--- config.mk ---
export PLATFORM = sky130hd
export DESIGN_NAME = countdown_timer_flat
export DESIGN_NICKNAME = d
export VERILOG_FILES = /design/src/rtl/countdown_timer_if.sv /design/src/rtl/countdown_timer.sv /design/src/flat_wrapper.sv
export SDC_FILE = /design/constraint.sdc
export NUM_CORES = 1
export LEC_CHECK = 0
export CAP_MARGIN = 20
export CORE_UTILIZATION = 45
export CTS_CLUSTER_SIZE = 24
export DETAILED_ROUTE_END_ITERATION = 8
export PLACE_DENSITY_LB_ADDON = 0.05
export SETUP_SLACK_MARGIN = 0.1
export SYNTH_ARGS = -nofsm -noshare
export SYNTH_HDL_FRONTEND = slang
export SYNTH_SLANG_ARGS = --single-unit
--- constraint.sdc ---
create_clock -name sys_clk -period 2.37 [get_ports sys_clk]
set_clock_uncertainty 0.05 [all_clocks]
set_input_delay 0.3555 -clock sys_clk [delete_from_list [all_inputs] [get_ports sys_clk]]
set_output_delay 0.3555 -clock sys_clk [all_outputs]
set_load 0.05 [all_outputs]
--- src/rtl/countdown_timer_if.sv ---
// Control/status bundle for countdown_timer.
// master: drives load/load_val/start/pause/abort, observes busy/tick/remain/done.
// slave : the timer side of the same signals.
interface countdown_timer_if #(
    parameter int unsigned CNT_W = 11
);
    logic             load;
    logic [CNT_W-1:0] load_val;
    logic             start;
    logic             pause;
    logic             abort;
    logic             busy;
    logic             tick;
    logic [CNT_W-1:0] remain;
    logic             done;

    modport master (
        output load, load_val, start, pause, abort,
        input  busy, tick, remain, done
    );

    modport slave (
        input  load, load_val, start, pause, abort,
        output busy, tick, remain, done
    );
endinterface

--- src/rtl/countdown_timer.sv ---
// Loadable down-counting timer. A prescaler of N = CLK_PER_MS*TICK_MS cycles
// produces a tick while running; each tick decrements remain, and reaching
// zero pulses done for one cycle.
// Ports:
//   sys_clk  - clock, rising edge
//   sys_rst  - asynchronous active-high reset
//   bus      - countdown_timer_if.slave: load/load_val/start/pause/abort in,
//              busy/tick (combinational)/remain/done out
// Build option: define COUNTDOWN_AUTO_RELOAD_EN to reload remain from
// reload_val on expiry and keep running; otherwise the timer is one-shot.
// N must be at least 2.
module countdown_timer #(
    parameter int unsigned CLK_PER_MS = 50_000,
    parameter int unsigned TICK_MS    = 1000,
    parameter int unsigned CNT_W      = 11
) (
    input  logic             sys_clk,
    input  logic             sys_rst,
    countdown_timer_if.slave bus
);
    localparam int unsigned N  = CLK_PER_MS * TICK_MS;
    localparam int unsigned PW = $clog2(N);

    typedef enum logic [1:0] {
        S_IDLE   = 2'd0,
        S_RUN    = 2'd1,
        S_PAUSED = 2'd2
    } state_t;

    state_t           state_q, state_d;
    logic [PW-1:0]    presc_q, presc_d;
    logic [CNT_W-1:0] remain_q, remain_d;
    logic [CNT_W-1:0] reload_q, reload_d;
    logic             done_q, done_d;
    logic             busy_q;
    logic             tick_c;
    logic             last_c;
    logic             reload_ok_c;

    assign tick_c = (state_q == S_RUN) && (presc_q == PW'(N - 1));
    assign last_c = (remain_q == CNT_W'(1));

`ifdef COUNTDOWN_AUTO_RELOAD_EN
    assign reload_ok_c = (reload_q != '0);
`else
    assign reload_ok_c = 1'b0;
`endif

    assign bus.busy   = busy_q;
    assign bus.tick   = tick_c;
    assign bus.remain = remain_q;
    assign bus.done   = done_q;

    // State register; busy is registered from the next state so it lines up with done
    always_ff @(posedge sys_clk or posedge sys_rst) begin
        if (sys_rst) begin
            state_q <= S_IDLE;
            busy_q  <= 1'b0;
        end else begin
            state_q <= state_d;
            busy_q  <= (state_d != S_IDLE);
        end
    end

    // Next-state logic; abort overrides everything, load shadows start in IDLE
    always_comb begin
        state_d = state_q;
        if (bus.abort) begin
            state_d = S_IDLE;
        end else begin
            case (state_q)
                S_IDLE: begin
                    if (!bus.load && bus.start && (remain_q != '0)) begin
                        state_d = S_RUN;
                    end
                end
                S_RUN: begin
                    if (bus.pause) begin
                        state_d = S_PAUSED;
                    end else if (tick_c && last_c && !reload_ok_c) begin
                        state_d = S_IDLE;
                    end
                end
                S_PAUSED: begin
                    if (bus.start) begin
                        state_d = S_RUN;
                    end
                end
                default: state_d = S_IDLE;
            endcase
        end
    end

    // Datapath next values; pause freezes the prescaler, so a paused cycle never counts
    always_comb begin
        presc_d  = presc_q;
        remain_d = remain_q;
        reload_d = reload_q;
        done_d   = 1'b0;
        if (bus.abort) begin
            presc_d  = '0;
            remain_d = '0;
        end else begin
            case (state_q)
                S_IDLE: begin
                    if (bus.load) begin
                        remain_d = bus.load_val;
                        reload_d = bus.load_val;
                    end else if (bus.start) begin
                        if (remain_q != '0) begin
                            presc_d = '0;
                        end else begin
                            done_d = 1'b1;
                        end
                    end
                end
                S_RUN: begin
                    if (!bus.pause) begin
                        presc_d = tick_c ? '0 : presc_q + PW'(1);
                        if (tick_c) begin
                            if (last_c) begin
                                done_d   = 1'b1;
                                remain_d = reload_ok_c ? reload_q : '0;
                            end else begin
                                remain_d = remain_q - CNT_W'(1);
                            end
                        end
                    end
                end
                default: ;
            endcase
        end
    end

    // Datapath registers
    always_ff @(posedge sys_clk or posedge sys_rst) begin
        if (sys_rst) begin
            presc_q  <= '0;
            remain_q <= '0;
            reload_q <= '0;
            done_q   <= 1'b0;
        end else begin
            presc_q  <= presc_d;
            remain_q <= remain_d;
            reload_q <= reload_d;
            done_q   <= done_d;
        end
    end
endmodule

--- src/flat_wrapper.sv ---
// flat-port wrapper written by rule: the top's interface ports become plain ports
module countdown_timer_flat 
#(
    parameter int unsigned CLK_PER_MS = 50_000,
    parameter int unsigned TICK_MS    = 1000,
    parameter int unsigned CNT_W      = 11
)
  (sys_clk, sys_rst, bus_load, bus_load_val, bus_start, bus_pause, bus_abort, bus_busy, bus_tick, bus_remain, bus_done);
  countdown_timer_if #(.CNT_W(CNT_W)) bus_i ();
  input  logic sys_clk;
  input  logic sys_rst;
  input wire logic [$bits(bus_i.load)-1:0] bus_load;
  input wire logic [$bits(bus_i.load_val)-1:0] bus_load_val;
  input wire logic [$bits(bus_i.start)-1:0] bus_start;
  input wire logic [$bits(bus_i.pause)-1:0] bus_pause;
  input wire logic [$bits(bus_i.abort)-1:0] bus_abort;
  output wire logic [$bits(bus_i.busy)-1:0] bus_busy;
  output wire logic [$bits(bus_i.tick)-1:0] bus_tick;
  output wire logic [$bits(bus_i.remain)-1:0] bus_remain;
  output wire logic [$bits(bus_i.done)-1:0] bus_done;
  assign bus_i.load = bus_load;
  assign bus_i.load_val = bus_load_val;
  assign bus_i.start = bus_start;
  assign bus_i.pause = bus_pause;
  assign bus_i.abort = bus_abort;
  assign bus_busy = bus_i.busy;
  assign bus_tick = bus_i.tick;
  assign bus_remain = bus_i.remain;
  assign bus_done = bus_i.done;
  countdown_timer #(.CLK_PER_MS(CLK_PER_MS), .TICK_MS(TICK_MS), .CNT_W(CNT_W)) u_core (.sys_clk(sys_clk), .sys_rst(sys_rst), .bus(bus_i));
endmodule
Word level (Yosys, flattened, before mapping)
Index checks and enable logic that the tools add are counted.
{"block": "word_totals", "reg_bits": 41, "word_cells": 55, "out_inout_bits": 14, "in_bits": 17}
{"block": "classes", "add_sub_neg": 2, "mux": 27, "n_reduce_logical": 11, "eq_ne": 10}
{"operator": "26-bit 2-to-1 mux", "count": 6}
{"operator": "11-bit 2-to-1 mux", "count": 5}
{"operator": "26-bit one-hot mux with 2 select lines", "count": 1}
{"operator": "26-bit by 1-bit adder with 26-bit output (second input constant)", "count": 1}
{"operator": "26-bit equality test (second input constant)", "count": 1}
{"operator": "11-bit one-hot mux with 2 select lines", "count": 1}
{"operator": "3-bit != test (second input constant)", "count": 4}
{"operator": "11-bit by 1-bit equality test with 1-bit output (second input constant)", "count": 1}
{"operator": "11-bit nonzero test", "count": 1}
{"operator": "11-bit by 1-bit subtractor with 11-bit output (second input constant)", "count": 1}
{"operator": "2-bit 2-to-1 mux", "count": 5}
{"operator": "1-bit 2-to-1 mux", "count": 7}
{"operator": "3-bit by 2-bit != test with 1-bit output (second input constant)", "count": 2}
{"operator": "2-bit one-hot mux with 3 select lines", "count": 1}
{"operator": "5-bit AND reduction", "count": 1}
{"operator": "1-bit logical AND", "count": 4}
{"operator": "4-bit AND reduction", "count": 1}
{"operator": "3-bit nonzero test", "count": 1}
{"operator": "2-bit by 1-bit equality test with 1-bit output (second input constant)", "count": 1}
{"operator": "2-bit equality test (second input constant)", "count": 1}
{"operator": "2-bit zero test", "count": 1}
{"operator": "1-bit one-hot mux with 2 select lines", "count": 1}
{"operator": "2-bit nonzero test", "count": 1}
{"operator": "1-bit zero test", "count": 1}

Depth between registers and ports, before layout
{"block": "depth", "ltp_word": 8, "mapped_depth": 9, "ltp_nobuf": 7}

Worst setup path after synthesis
No wires, ideal clock.
{"block": "synth_path", "path_kind": "register to register", "startpoint": "reg u_core.presc_q[0]", "endpoint": "reg u_core.remain_q[0], in the netlist u_core.bus.remain[0]", "period_less_slack_ps": 2709, "n_path_buf": 1, "t_arrival_ps": 2538, "required_time_ps": 2198, "stages_incl_launch_ff": 8, "setup_time_ps": 122, "setup_slack_ps": -339, "cell_sequence": "dfrtp_1 > ha_1 > and3_1 > or4b_1 > clkbuf_1 > nor2_1 > o21ai_0 > a32o_1"}
{"block": "synth_between", "elab_chain_len": 4}
{"element": "start, declared", "line_no": "countdown_timer.sv:31", "rtl": "logic [PW-1:0] presc_q, presc_d;"}
{"element": "start signal, assigned", "line_no": "countdown_timer.sv:143", "rtl": "presc_q <= presc_d;"}
{"element": "26-bit equality test", "line_no": "countdown_timer.sv:40", "rtl": "assign tick_c = (state_q == S_RUN) && (presc_q == PW'(N - 1));"}
{"element": "1-bit logical AND", "line_no": "countdown_timer.sv:40"}
{"element": "named net bus_tick", "line_no": "flat_wrapper.sv:18", "rtl": "output wire logic [$bits(bus_i.tick)-1:0] bus_tick;"}
{"element": "3-bit by 2-bit != test with 1-bit output (no source line)"}
{"element": "4-bit AND reduction (no source line)"}
{"element": "end signal, assigned", "line_no": "countdown_timer.sv:144", "rtl": "remain_q <= remain_d;"}
{"element": "end, declared", "line_no": "countdown_timer.sv:32", "rtl": "logic [CNT_W-1:0] remain_q, remain_d;"}
The timed path passes the listed nets, and every way through them passes these cells.
A chain may end at the register's enable or synchronous reset.

Worst setup path in the final report
{"block": "layout_path", "startpoint": "reg u_core.remain_q[1], in the netlist u_core.bus.remain[1]", "endpoint": "reg u_core.presc_q[23]"}
{"block": "layout_between", "elab_chain_len": 3}
{"element": "11-bit nonzero test", "line_no": "countdown_timer.sv:110", "rtl": "if (remain_q != '0) begin"}
{"element": "3-bit by 2-bit != test with 1-bit output (no source line)"}
{"element": "5-bit AND reduction (no source line)"}
No other way between the ends.

==> metrics.log <==
INFO  metric die_wd = 76.7 um
INFO  metric vias_per_cell = 5.84
INFO  metric cts_made_buffers = 5
INFO  metric max_clock_freq = 447 MHz
INFO  metric setup_repair_after_global_routing_missed_its_margin = yes
INFO  metric finalHoldViolations = 0
INFO  metric worst_r2r_path_depth = 8
INFO  metric design.portCount = 31
INFO  metric placeableCoreArea = 5240 um^2
INFO  metric nFillCells = 422
INFO  metric clock_pin_slew_reported_for_the_worst_setup_and_hold_paths_after_clock_tree_synthesis = 0.09 ns
INFO  metric detailedRoute.firstIterationViolations = 101
INFO  metric slew_violations = 0
INFO  metric synth_top_cell_area_share = 40.8%
INFO  metric type_of_element_capturing_the_critical_path = flop
INFO  metric critPathRequiredTime = 2.55 ns
INFO  metric maxCapViolations = 0
INFO  metric synth-edff-count = 0
INFO  metric clock-root-buffer = sky130_fd_sc_hd__clkbuf_8
INFO  metric grt_start_max_net_pins = 42
INFO  metric hold_path_class = input port to async pin
INFO  metric drt_drc_violations_left = 0
INFO  metric die_height = 76.7 um
INFO  metric cts.htree.levels = 2
INFO  metric post_synth_inst_count = 284
INFO  metric grt_pass1_vias = 2384
INFO  metric route.antenna.remaining_nets = 0
INFO  metric rr_startpoint = u_core.bus.remain[1]
INFO  metric synth.lib_cells_used.distinct = 50
INFO  metric final_nets = 377
INFO  metric hold_buffers = 0
INFO  metric stdcell_count = 427
INFO  metric cp-start-kind = flop
INFO  metric ys_flop_type = sky130_fd_sc_hd__dfrtp_1
INFO  metric post_route_cells_drive_above_1_share = 27.2%
INFO  metric vdd_drop_max = 0.000355 V
INFO  metric r2r_slack = 0.13 ns
INFO  metric num_vias = 2492
INFO  metric detail_route.wirelength = 7.04 mm
INFO  metric gpl.final_weighted_congestion = 0.849
INFO  metric synth-async-reset-ratio = 100%
INFO  metric power_density = 535 nW/um^2
INFO  metric timing_worst_slew_pin_value = 0.536 ns
INFO  metric endpoint_arrival_time_on_the_critical_path = 2.42 ns
INFO  metric syn_area = 2510 um^2
INFO  metric global_route.usage.total = 24.1%
INFO  metric finalInstanceArea = 3560 um^2
INFO  metric dp.final_hpwl = 4.54 mm
INFO  metric post_drt_wl_per_cell = 16.5 um
INFO  metric setup_total_negative_slack = 0 ns
INFO  metric period_needed = 2.24 ns
INFO  metric leading_cell_types_in_the_layout_fill_and_taps_excluded = 45 x sky130_fd_sc_hd__buf_4, 37 x sky130_fd_sc_hd__dfrtp_1, 29 x sky130_fd_sc_hd__clkdlybuf4s50_1, 23 x sky130_fd_sc_hd__a21oi_1
INFO  metric place_area = 3140 um^2
INFO  metric outcome = finished, final reports clean
INFO  metric initial_core_util = 48.0%
INFO  metric fp-row-count = 26
INFO  metric post_synthesis_net_count = 305
INFO  metric synth_area_per_cell = 8.85 um^2
INFO  metric fin_util = 68.1%
INFO  metric first_pass_grt_wire_length = 11.4 mm
INFO  metric synth.yosys.seq_area_share = 40.8%
INFO  metric critPathMaxFanout = 7
INFO  metric setup_violations = 0
INFO  metric worstSetupPathType = flop to flop
INFO  metric antenna_violations_before_repair = 0
INFO  metric yosys.area.top_type = sky130_fd_sc_hd__dfrtp_1
INFO  metric most_common_cell_after_layout_fill_and_taps_aside = sky130_fd_sc_hd__buf_4
INFO  metric insertion_delay = 0.30 ns
INFO  metric rr_endpoint = u_core.presc_q[23]
INFO  metric die_area = 5890 um^2
INFO  metric port-buffer-count = 30
INFO  metric drtPass1Iterations = 4
INFO  metric cts.path.max_buffers = 2
INFO  metric slew_headroom = 64.3%
INFO  metric cts.sink_count = 41
INFO  metric yosys-top-cells-area = sky130_fd_sc_hd__dfrtp_1 41%, sky130_fd_sc_hd__a21oi_1 4.8%, sky130_fd_sc_hd__o31ai_1 3.9%
INFO  metric antenna_cells_inserted = 0
INFO  metric synth.yosys.warnings = 0
INFO  metric place.detailed.instances = 404
INFO  metric post-route-period-util = 94.5%
INFO  metric startpoint = u_core.bus.remain[1]
INFO  metric tritoncts_clock_tree = built
INFO  metric synth.ff_latch_count = 41
INFO  metric power.static_leakage = 1.39 nW
INFO  metric setup.worst_path.end = u_core.presc_q[23]
INFO  metric flow.area_growth_from_synthesis = 41.9%
INFO  metric grt.overflow.total = 0
-- through the flow --
stage | total power, mW | worst slack [ns] | hold WS, ns
CTS | 1.86 | 0.106 | 0.468
global route | 2.00 | 0.0538 | 0.500
floorplan | 1.08 | 0.0723 | 0.418
global placement | 1.28 | 0.0494 | 0.479
finish | 1.91 | 0.131 | 0.449
detailed placement | 1.28 | 0.0154 | 0.475
-- cell usage after synthesis (4+ instances only) --
cell / n
sky130_fd_sc_hd__dfrtp_1: 41
sky130_fd_sc_hd__a21oi_1: 24
sky130_fd_sc_hd__nor2_1: 20
sky130_fd_sc_hd__o21ai_0: 19
sky130_fd_sc_hd__nand2_1: 15
sky130_fd_sc_hd__o31ai_1: 13
sky130_fd_sc_hd__or3_1: 13
sky130_fd_sc_hd__inv_1: 11
sky130_fd_sc_hd__nor3_1: 11
sky130_fd_sc_hd__nand3_1: 10
sky130_fd_sc_hd__or4_1: 10
sky130_fd_sc_hd__buf_2: 8
sky130_fd_sc_hd__clkbuf_1: 8
sky130_fd_sc_hd__xor2_1: 7
sky130_fd_sc_hd__nand4_1: 6
sky130_fd_sc_hd__ha_1: 4
sky130_fd_sc_hd__nand2b_1: 4
sky130_fd_sc_hd__nor3b_1: 4
sky130_fd_sc_hd__nor4_1: 4
sky130_fd_sc_hd__o2111ai_1: 4
sky130_fd_sc_hd__o211ai_1: 4
-- timing repair --
action	CTS	global route
cloned	0	2
hold endpoints to repair	0	0
buffers inserted	4	9
setup endpoints to repair	4	36
pin swaps	2	9
resized for setup	5	28
-- layout make-up --
class                           count  area [um^2]  area share, %
Multi-Input combinational cell    217         1560           43.8
Timing Repair Buffer               80          727           20.4
Sequential cell                    41         1030           28.9
Inverter                           11         43.8           1.23
Clock buffer                        5         68.8           1.93
Clock inverter                      3         46.3           1.30
Tap cell                           70         87.6           2.46
-- where the power goes --
part | internal [mW] | switching [mW]
Clock | 0.315 | 0.265
Combinational | 0.239 | 0.325
Sequential | 0.726 | 0.0379
Total | 1.28 | 0.627
-- metal layers --
layer	vias to the layer above	global-route usage, %	wire, um
li1	1211	-	-
met4	0	8.65	121
met5	-	0	0
met1	1226	31.5	3240
met2	44	39.6	3480
met3	11	4.40	199
-- registers in the layout, indices dropped and copies added (netlist names) --
register,flops
u_core.bus.remain,11
u_core.bus.busy,1
u_core.state_q,2
u_core.bus.done,1
u_core.presc_q,26
-- logic make-up (layout without fill, tap and decap cells) --
logic type,Yosys count,in the layout,share of synthesized area [%]
AOI/OAI and AO/OA,88,89,23.3
xor gates and xnor gates,7,7,2.44
muxes,2,2,0.797
DFF,41,41,40.8
adders and majority gates,4,4,1.99
buffers and inverters,27,99,4.43
and+or+nand+nor,115,115,26.2
-- critical path, cell delays in order, from the launching register on --
cell and delay [ns]:
sky130_fd_sc_hd__dfrtp_2 0.41, sky130_fd_sc_hd__inv_4 0.06, sky130_fd_sc_hd__ha_4 0.15, sky130_fd_sc_hd__nor4b_4 0.14
sky130_fd_sc_hd__a311oi_4 0.44, sky130_fd_sc_hd__o21ai_4 0.18, sky130_fd_sc_hd__buf_6 0.15, sky130_fd_sc_hd__or4_4 0.47
sky130_fd_sc_hd__a21oi_2 0.13
-- how the worst min path moves through the flow --
stage                         start              endpoint  slack (ns)  cells after the start
6_report                    sys_rst  u_core.bus.remain[6]        0.45                      3
4_1_cts                     sys_rst  u_core.bus.remain[6]        0.47                      3
5_1_grt                     sys_rst    u_core.presc_q[16]        0.50                      3
3_5_place_dp   u_core.bus.remain[1]  u_core.bus.remain[1]        0.48                      1
2_1_floorplan             bus_pause     u_core.state_q[0]        0.42                      1
3_3_place_gp     u_core.presc_q[15]    u_core.presc_q[15]        0.48                      2
(Power assumes the default switching activity.)
